===== config.mk =====
export PLATFORM = sky130hd
export DESIGN_NAME = pipe_trace_buffer
export DESIGN_NICKNAME = d
export VERILOG_FILES = /design/src/rtl/pipe_trace_pkg.sv /design/src/rtl/pipe_trace_buffer_ram.sv /design/src/rtl/pipe_trace_buffer.sv
export SDC_FILE = /design/constraint.sdc
export NUM_CORES = 1
export LEC_CHECK = 0
export BUFFER_PORTS_ARGS = -buffer_cell sky130_fd_sc_hd__buf_2
export CAP_MARGIN = 40
export CORE_MARGIN = 4
export CORE_UTILIZATION = 47
export CTS_CLUSTER_SIZE = 16
export DETAILED_ROUTE_END_ITERATION = 7
export PLACE_DENSITY_LB_ADDON = 0.08
export SYNTH_ARGS = -nofsm -noshare
export SYNTH_HDL_FRONTEND = slang
export SYNTH_HIERARCHICAL = 1
export SYNTH_SLANG_ARGS = --single-unit

===== constraint.sdc =====
create_clock -name clock -period 6.6 [get_ports clock]
set_input_delay 1.32 -clock clock [delete_from_list [all_inputs] [get_ports clock]]
set_output_delay 1.32 -clock clock [all_outputs]
set_load 0.02 [all_outputs]

===== src/rtl/pipe_trace_pkg.sv =====
// Purpose : shared types for the pipeline writeback trace buffer.
// Latency : n/a (types and constants only).
// Backpres: n/a.
// Contents: trace_state_t (IDLE/CAPTURE/POST/FROZEN), trace_entry_t {dest, data, stamp},
//           EMPTY_ENTRY, and the default field widths the entry layout is built from.
package pipe_trace_pkg;

   // Entry field widths; the buffer's DATA_W/REG_W/STAMP_W default to these.
   localparam int PT_DATA_W  = 32;
   localparam int PT_REG_W   = 5;
   localparam int PT_STAMP_W = 16;

   typedef enum logic [1:0] {
      ST_IDLE    = 2'd0,
      ST_CAPTURE = 2'd1,
      ST_POST    = 2'd2,
      ST_FROZEN  = 2'd3
   } trace_state_t;

   typedef struct packed {
      logic [PT_REG_W-1:0]   dest;
      logic [PT_DATA_W-1:0]  data;
      logic [PT_STAMP_W-1:0] stamp;
   } trace_entry_t;

   localparam trace_entry_t EMPTY_ENTRY = '0;

endpackage


===== src/rtl/pipe_trace_buffer_ram.sv =====
// Purpose : DEPTH x trace_entry_t storage, one write port, one registered read port.
// Latency : read data valid the cycle after re; a same-edge write returns old contents.
// Backpres: none; accepts a read and a write every cycle.
// Ports   : clock; we/waddr/wdat write port; re/raddr read request; rdat registered read data.
module trace_ram
   import pipe_trace_pkg::*;
#(
   parameter int DEPTH = 16
) (
   input  logic                     clock,
   input  logic                     we,
   input  logic [$clog2(DEPTH)-1:0] waddr,
   input  trace_entry_t             wdat,
   input  logic                     re,
   input  logic [$clog2(DEPTH)-1:0] raddr,
   output trace_entry_t             rdat
);

   trace_entry_t mem [DEPTH];

   // Both updates are non-blocking, so a read of the address being written
   // on the same edge sees the previous contents.
   always_ff @(posedge clock) begin
      if (we)
         mem[waddr] <= wdat;
      if (re)
         rdat <= mem[raddr];
   end

endmodule


===== src/rtl/pipe_trace_buffer.sv =====
// Purpose : snoops pipeline writebacks into a circular trace with trigger/freeze and perf counters.
// Latency : capture lands at the writeback edge; readout response exactly one cycle after rd_req.
// Backpres: none; observer never stalls the pipe, reads may issue every cycle.
// Ports   : clock/reset; wwreg/wdestReg/wbData/stall snoop; arm, trig_en/trig_reg control;
//           rd_req/rd_idx -> rd_valid/rd_err/rd_dest/rd_data/rd_stamp; count, state, counters.
module pipe_trace_buffer
   import pipe_trace_pkg::*;
#(
   parameter int DATA_W    = PT_DATA_W,
   parameter int REG_W     = PT_REG_W,
   parameter int DEPTH     = 16,
   parameter int STAMP_W   = PT_STAMP_W,
   parameter int CNT_W     = 32,
   parameter int STALL_W   = 2,
   parameter int POST_TRIG = 4
) (
   input  logic                     clock,
   input  logic                     reset,
   input  logic                     wwreg,
   input  logic [REG_W-1:0]         wdestReg,
   input  logic [DATA_W-1:0]        wbData,
   input  logic [STALL_W-1:0]       stall,
   input  logic                     arm,
   input  logic                     trig_en,
   input  logic [REG_W-1:0]         trig_reg,
   input  logic                     rd_req,
   input  logic [$clog2(DEPTH)-1:0] rd_idx,
   output logic                     rd_valid,
   output logic                     rd_err,
   output logic [REG_W-1:0]         rd_dest,
   output logic [DATA_W-1:0]        rd_data,
   output logic [STAMP_W-1:0]       rd_stamp,
   output logic [$clog2(DEPTH):0]   count,
   output logic [1:0]               state,
   output logic [CNT_W-1:0]         cycle_cnt,
   output logic [CNT_W-1:0]         stall_cnt,
   output logic [CNT_W-1:0]         wb_cnt
);

   localparam int                IDX_W     = $clog2(DEPTH);
   localparam logic [IDX_W:0]    FULL      = (IDX_W+1)'(DEPTH);
   localparam logic [IDX_W-1:0]  POST_INIT = IDX_W'(POST_TRIG);

   function automatic logic [CNT_W-1:0] sat_inc(input logic [CNT_W-1:0] v);
      return (&v) ? v : v + CNT_W'(1);
   endfunction

   trace_state_t     st;
   logic [IDX_W-1:0] wr_ptr;
   logic [IDX_W-1:0] remain;
   logic [STAMP_W-1:0] stamp;

   logic             active;
   logic             cap;
   logic             trig;
   logic [IDX_W-1:0] oldest;
   logic [IDX_W-1:0] raddr;
   logic             rd_miss;
   logic             show;
   trace_entry_t     wr_entry;
   trace_entry_t     rd_q;

   assign active = (st == ST_CAPTURE) || (st == ST_POST);
   // arm wins over a coincident writeback; r0 writes are never recorded,
   // which also makes trig_reg == 0 unmatchable.
   assign cap    = active && !arm && wwreg && (wdestReg != '0);
   assign trig   = cap && (st == ST_CAPTURE) && trig_en && (wdestReg == trig_reg);

   // Until the ring wraps the oldest entry sits at slot 0; afterwards it is
   // the slot about to be overwritten.
   assign oldest  = (count == FULL) ? wr_ptr : '0;
   assign raddr   = oldest + rd_idx;
   assign rd_miss = ({1'b0, rd_idx} >= count);

   assign wr_entry = '{dest: wdestReg, data: wbData, stamp: stamp};

   trace_ram #(.DEPTH(DEPTH)) u_ram (
      .clock (clock),
      .we    (cap),
      .waddr (wr_ptr),
      .wdat  (wr_entry),
      .re    (rd_req),
      .raddr (raddr),
      .rdat  (rd_q)
   );

   // RAM output is don't-care after reset and on misses, so it is gated here.
   assign show     = rd_valid && !rd_err;
   assign rd_dest  = show ? rd_q.dest  : '0;
   assign rd_data  = show ? rd_q.data  : '0;
   assign rd_stamp = show ? rd_q.stamp : '0;
   assign state    = st;

   always_ff @(posedge clock) begin
      if (reset) begin
         st        <= ST_IDLE;
         wr_ptr    <= '0;
         count     <= '0;
         remain    <= '0;
         stamp     <= '0;
         cycle_cnt <= '0;
         stall_cnt <= '0;
         wb_cnt    <= '0;
         rd_valid  <= 1'b0;
         rd_err    <= 1'b0;
      end else begin
         rd_valid <= rd_req;
         rd_err   <= rd_req && rd_miss;
         stamp    <= stamp + 1'b1;

         if (arm) begin
            st        <= ST_CAPTURE;
            wr_ptr    <= '0;
            count     <= '0;
            remain    <= '0;
            stamp     <= '0;
            cycle_cnt <= '0;
            stall_cnt <= '0;
            wb_cnt    <= '0;
         end else begin
            if (active) begin
               cycle_cnt <= sat_inc(cycle_cnt);
               if (stall != '0)
                  stall_cnt <= sat_inc(stall_cnt);
            end

            if (cap) begin
               wb_cnt <= sat_inc(wb_cnt);
               wr_ptr <= wr_ptr + 1'b1;
               if (count != FULL)
                  count <= count + 1'b1;
            end

            case (st)
               ST_CAPTURE: begin
                  if (trig) begin
                     if (POST_TRIG == 0) begin
                        st <= ST_FROZEN;
                     end else begin
                        st     <= ST_POST;
                        remain <= POST_INIT;
                     end
                  end
               end
               ST_POST: begin
                  // The capture that uses up the last post-trigger slot is
                  // still stored; only then does the buffer freeze.
                  if (cap) begin
                     remain <= remain - 1'b1;
                     if (remain == IDX_W'(1))
                        st <= ST_FROZEN;
                  end
               end
               ST_IDLE, ST_FROZEN: ;
               default: st <= ST_IDLE;
            endcase
         end
      end
   end

endmodule

==> summary.txt <==
Placed design
  • GPL Wtd Cong: 0.7942
  • I/O Buffers: around 210
  • Post-DP Area: about 43,000 µm²
  • DP Cell Count: around 3,500
  • DP HPWL: between 50 and 60 mm

CTS
  • CTS buffer count: approximately 110
  • Deepest clock path buffer count: 3
  • # Post-CTS Setup Buffers: 0
  • Clk slew on worst S/H paths: 60 ps
  • Worst-skew pair later-pin latency: about 660 ps
  • Cts hold-fix bufs: 0
  • PostCTS Resize Cnt: 0
  • CTS tree: done
  • Clk sinks: 1,030
  • Clk root buf: clkbuf_16
  • H-tree depth: 3

STA
  • Rel. slew slack: 39.44%
  • Final Max Tran Viols: 0
  • Count of final setup violators: 0
  • Clock Skew: ~17 ps
  • Final Critical Period: roughly 4000 ps
  • Slew at the pin closest to its max-slew limit: approximately 900 ps
  • Final period utilization: roughly three fifths
  • Hold Violations, Final: 0
  • Final setup TNS: 0 ps
  • RSZ-0062 raised after global routing: no
  • Max Clock Freq: about 0.25 GHz

Setup path
  • Worst EP required: around 7100 ps
  • CP Class: flop to flop
  • Worst r2r path cells: 12
  • RR Endpoint: u_ram/rdat[32]
  • R2r startpoint: count[0]
  • Launch point of the critical path: count[0]
  • CP top delay family: simple AND/OR/NAND/NOR gates
  • Slowest stage delay, CP: 850 ps
  • Setup slack, reg-to-reg: 2600 ps
  • Arrival time at the worst endpoint: around 4500 ps
  • Worst path bufs/invs: 3
  • Crit-path most repeated cell: inv_1
  • Crit path max fanout: 30
  • Crit end category: flop
  • Startpoint types: flop
  • Cell breakdown of the critical path: inv_1, ha_1, and4_1, and2_1, ha_4, inv_1, fa_1, xnor2_1, and2_2, buf_4, a22oi_1, nand2_1
  • CP max stage cell: and2_2

Power and ir drop
  • Switching power: around 2.8 mW
  • Net Sw Frac: a little over 20%
  • Internal: between 10 and 15 mW
  • Reg power frac: approximately half
  • PwrDens: roughly 290 nW/µm²
  • Worst vdd ir: between 0.0002 and 0.00025 V
  • Static Leak: around 15 nW
  • Clock power frac: between 40% and 50%
  • Combinational Power Share: 3.7%

Routing
  • Antenna viol nets, final: 0
  • # DRC: 0
  • Detailed-router iteration count before antenna repair: 5
  • DRT iter0 DRCs: between 1,500 and 2,000
  • Vias after detailed routing: roughly 22,000
  • Vias per cell: about 5.8
  • Avg WL per Cell: approximately 26 µm
  • Final wirelength: approximately 95 mm

Global route
  • Gr ovfl total: 0
  • Vias in the first global route: approximately 23,000
  • Initial antenna violation count: 4
  • Total GRT Usage: a little over a fifth
  • First-pass GRT wire length: about 140 mm
  • Largest net degree at the start of global routing: 99

Worst hold path
  • Hold Path Depth: 2
  • Hold Startpoint: remain[1]
  • Hold Crit Endpoint: remain[1]
  • Worst min-delay path class: flop to flop

Layout
  • Post-route cell area: ~47,000 µm²
  • Synthesis-to-finish area growth: 16.06%
  • Final nets: around 2,600
  • Finished Layout Cells: 3,716
  • Ant diodes: 0
  • Layout cells sized above 1: about a quarter

Die
  • Num ports: 212
  • Core area: between 80,000 and 90,000 µm²
  • Initial core utilization: a little under half
  • Die Wd: 300.5 µm
  • Die height: ~300 µm
  • Die footprint: 90,330 µm²
  • Row count: between 100 and 150

Logic synthesis
  • Netlist cell types: 64
  • Post-synth net total: about 2,300
  • EDFF count, synth: approximately 900
  • Register bit total from synthesis: between 1,000 and 1,500
  • Asr flop ratio synth: 0%
  • Post-Syn Area: 40,220 µm²
  • Syn Area/Cell: approximately 18 µm²
  • Mapped Cells: ~2,200
  • Sequential fraction of the synthesis area: roughly three quarters
  • Top FF cell, synth: edfxtp_1
  • Synth warnings: 6

Job
  • Max-cap check violation count: 0

Run status
  • Status: completed
-- cells in the final DEF, fill, tap and decap left out, drive strengths merged, types with 40 or more instances in the layout --
| cell type | instances |
|---|---|
| nand3 | 50 |
| and2 | 61 |
| nand2 | 117 |
| a22oi | 106 |
| clkbuf | 137 |
| a21oi | 61 |
| o21ai | 47 |
| nor2 | 77 |
| dfxtp | 129 |
| buf | 268 |
| or3 | 50 |
| mux4 | 212 |
| clkinv | 40 |
| edfxtp | 901 |
-- stage by stage --
stage / utilization [%] / power (mW) / worst slack (ps) / hold slack (ps)
finish: 54.91 / 13.73 / 2603 / 450.9
global route: 54.91 / 14.21 / 2326 / 474.4
CTS: 54.91 / 13.89 / 2640 / 454.5
detailed placement: 50.70 / 7.781 / 2155 / 446.4
global placement: 50.34 / 7.770 / 2205 / 439.1
floorplan: - / 7.562 / 98.00 / 431.8
-- power by group through the flow --
stage | Sequential, mW | Combinational (mW) | Clock [mW]
finish | 7.12 | 0.511 | 6.10
global route | 7.12 | 0.557 | 6.54
CTS | 7.12 | 0.524 | 6.25
detailed placement | 7.26 | 0.523 | 0
global placement | 7.26 | 0.513 | 0
floorplan | 7.25 | 0.314 | 0
-- state kept, by name (all words and copies together) (netlist names) --
signal,flops
wr_ptr,4
cycle_cnt,32
count,5
stamp,16
remain,4
stall_cnt,32
u_ram/rdat,53
wb_cnt,32
rd_valid,1
rd_err,1
u_ram/mem,848
state,2
-- worst max-delay path by stage --
| stage | cells past startpoint | slack (ps) | endpoint |
|---|---|---|---|
| final | 12 | 2600 | u_ram/rdat[32] |
| after global routing | 12 | 2330 | u_ram/rdat[51] |
| after CTS | 12 | 2640 | u_ram/rdat[32] |
| after detailed placement | 6 | 2150 | u_ram/mem[14][29] |
| after global placement | 9 | 2200 | u_ram/rdat[1] |
| after floorplan | 6 | 100 | u_ram/mem[12][0] |
-- layout make-up --
cell class	instances	area (µm²)
clock buffer	137	2875
multi-input combinational	1048	10130
timing repair buffer	268	1793
tap	1144	1431
sequential	1030	29640
clock inverter	64	708.2
fill	6657	38330
inverter	25	101.3
-- logic make-up (layout without fill, tap and decap cells) --
family,Yosys count,in the layout,share of synthesized area (%)
AO/OA/AOI/OAI,268,268,4.439
XOR/XNOR,48,48,1.045
adder cells (fa/ha/maj),19,19,0.6097
buffers and inverters,135,494,1.577
flip-flops,1030,1030,73.68
multiplexers,226,226,12.22
AND/OR/NAND/NOR,487,487,6.427
-- layer usage --
| metal | part of all wire [%] | GRT usage (%) |
|---|---|---|
| met1 | 43 | 29.32 |
| met2 | 50 | 35.64 |
| met3 | 5.8 | 3.800 |
| met4 | 1.9 | 4.743 |
| met5 | 0.057 | 0 |
-- Yosys cell counts (3+ instances only) --
master,n,area [µm²]
a211oi_1,3,22.52
a21o_1,4,30.03
a21oi_1,61,305.3
a22oi_1,106,795.8
a311oi_1,3,26.28
and2_1,61,381.6
and3_1,9,56.30
and4_1,9,78.83
buf_1,12,45.04
buf_2,24,120.1
buf_4,4,30.03
buf_6,11,123.9
clkbuf_1,59,221.5
dfxtp_1,129,2582
edfxtp_1,901,27060
ha_1,18,225.2
inv_1,25,93.84
mux2i_1,14,140.1
mux4_2,212,4775
nand2_1,117,439.2
nand2b_1,8,50.05
nand3_1,50,250.2
nand4_1,32,200.2
nor2_1,77,289.0
nor2b_1,5,31.28
nor3_1,18,90.09
nor4_1,12,75.07
o211ai_1,8,60.06
o21a_1,4,30.03
o21ai_0,47,235.2
o31a_1,3,26.28
o31ai_1,13,97.59
or3_1,49,306.5
or3b_2,3,26.28
or4_1,18,135.1
xnor2_1,25,219.0
xor2_1,23,201.4
-- worst register-to-register path: stages (launching register included) --
cell and delay (ps):
dfxtp_1 350, inv_1 110, ha_1 140, and4_1 280
and2_1 190, ha_4 140, inv_1 40, fa_1 370
xnor2_1 500, and2_2 850, buf_4 620, a22oi_1 190
nand2_1 100
Power figures use the tool's default switching activity.
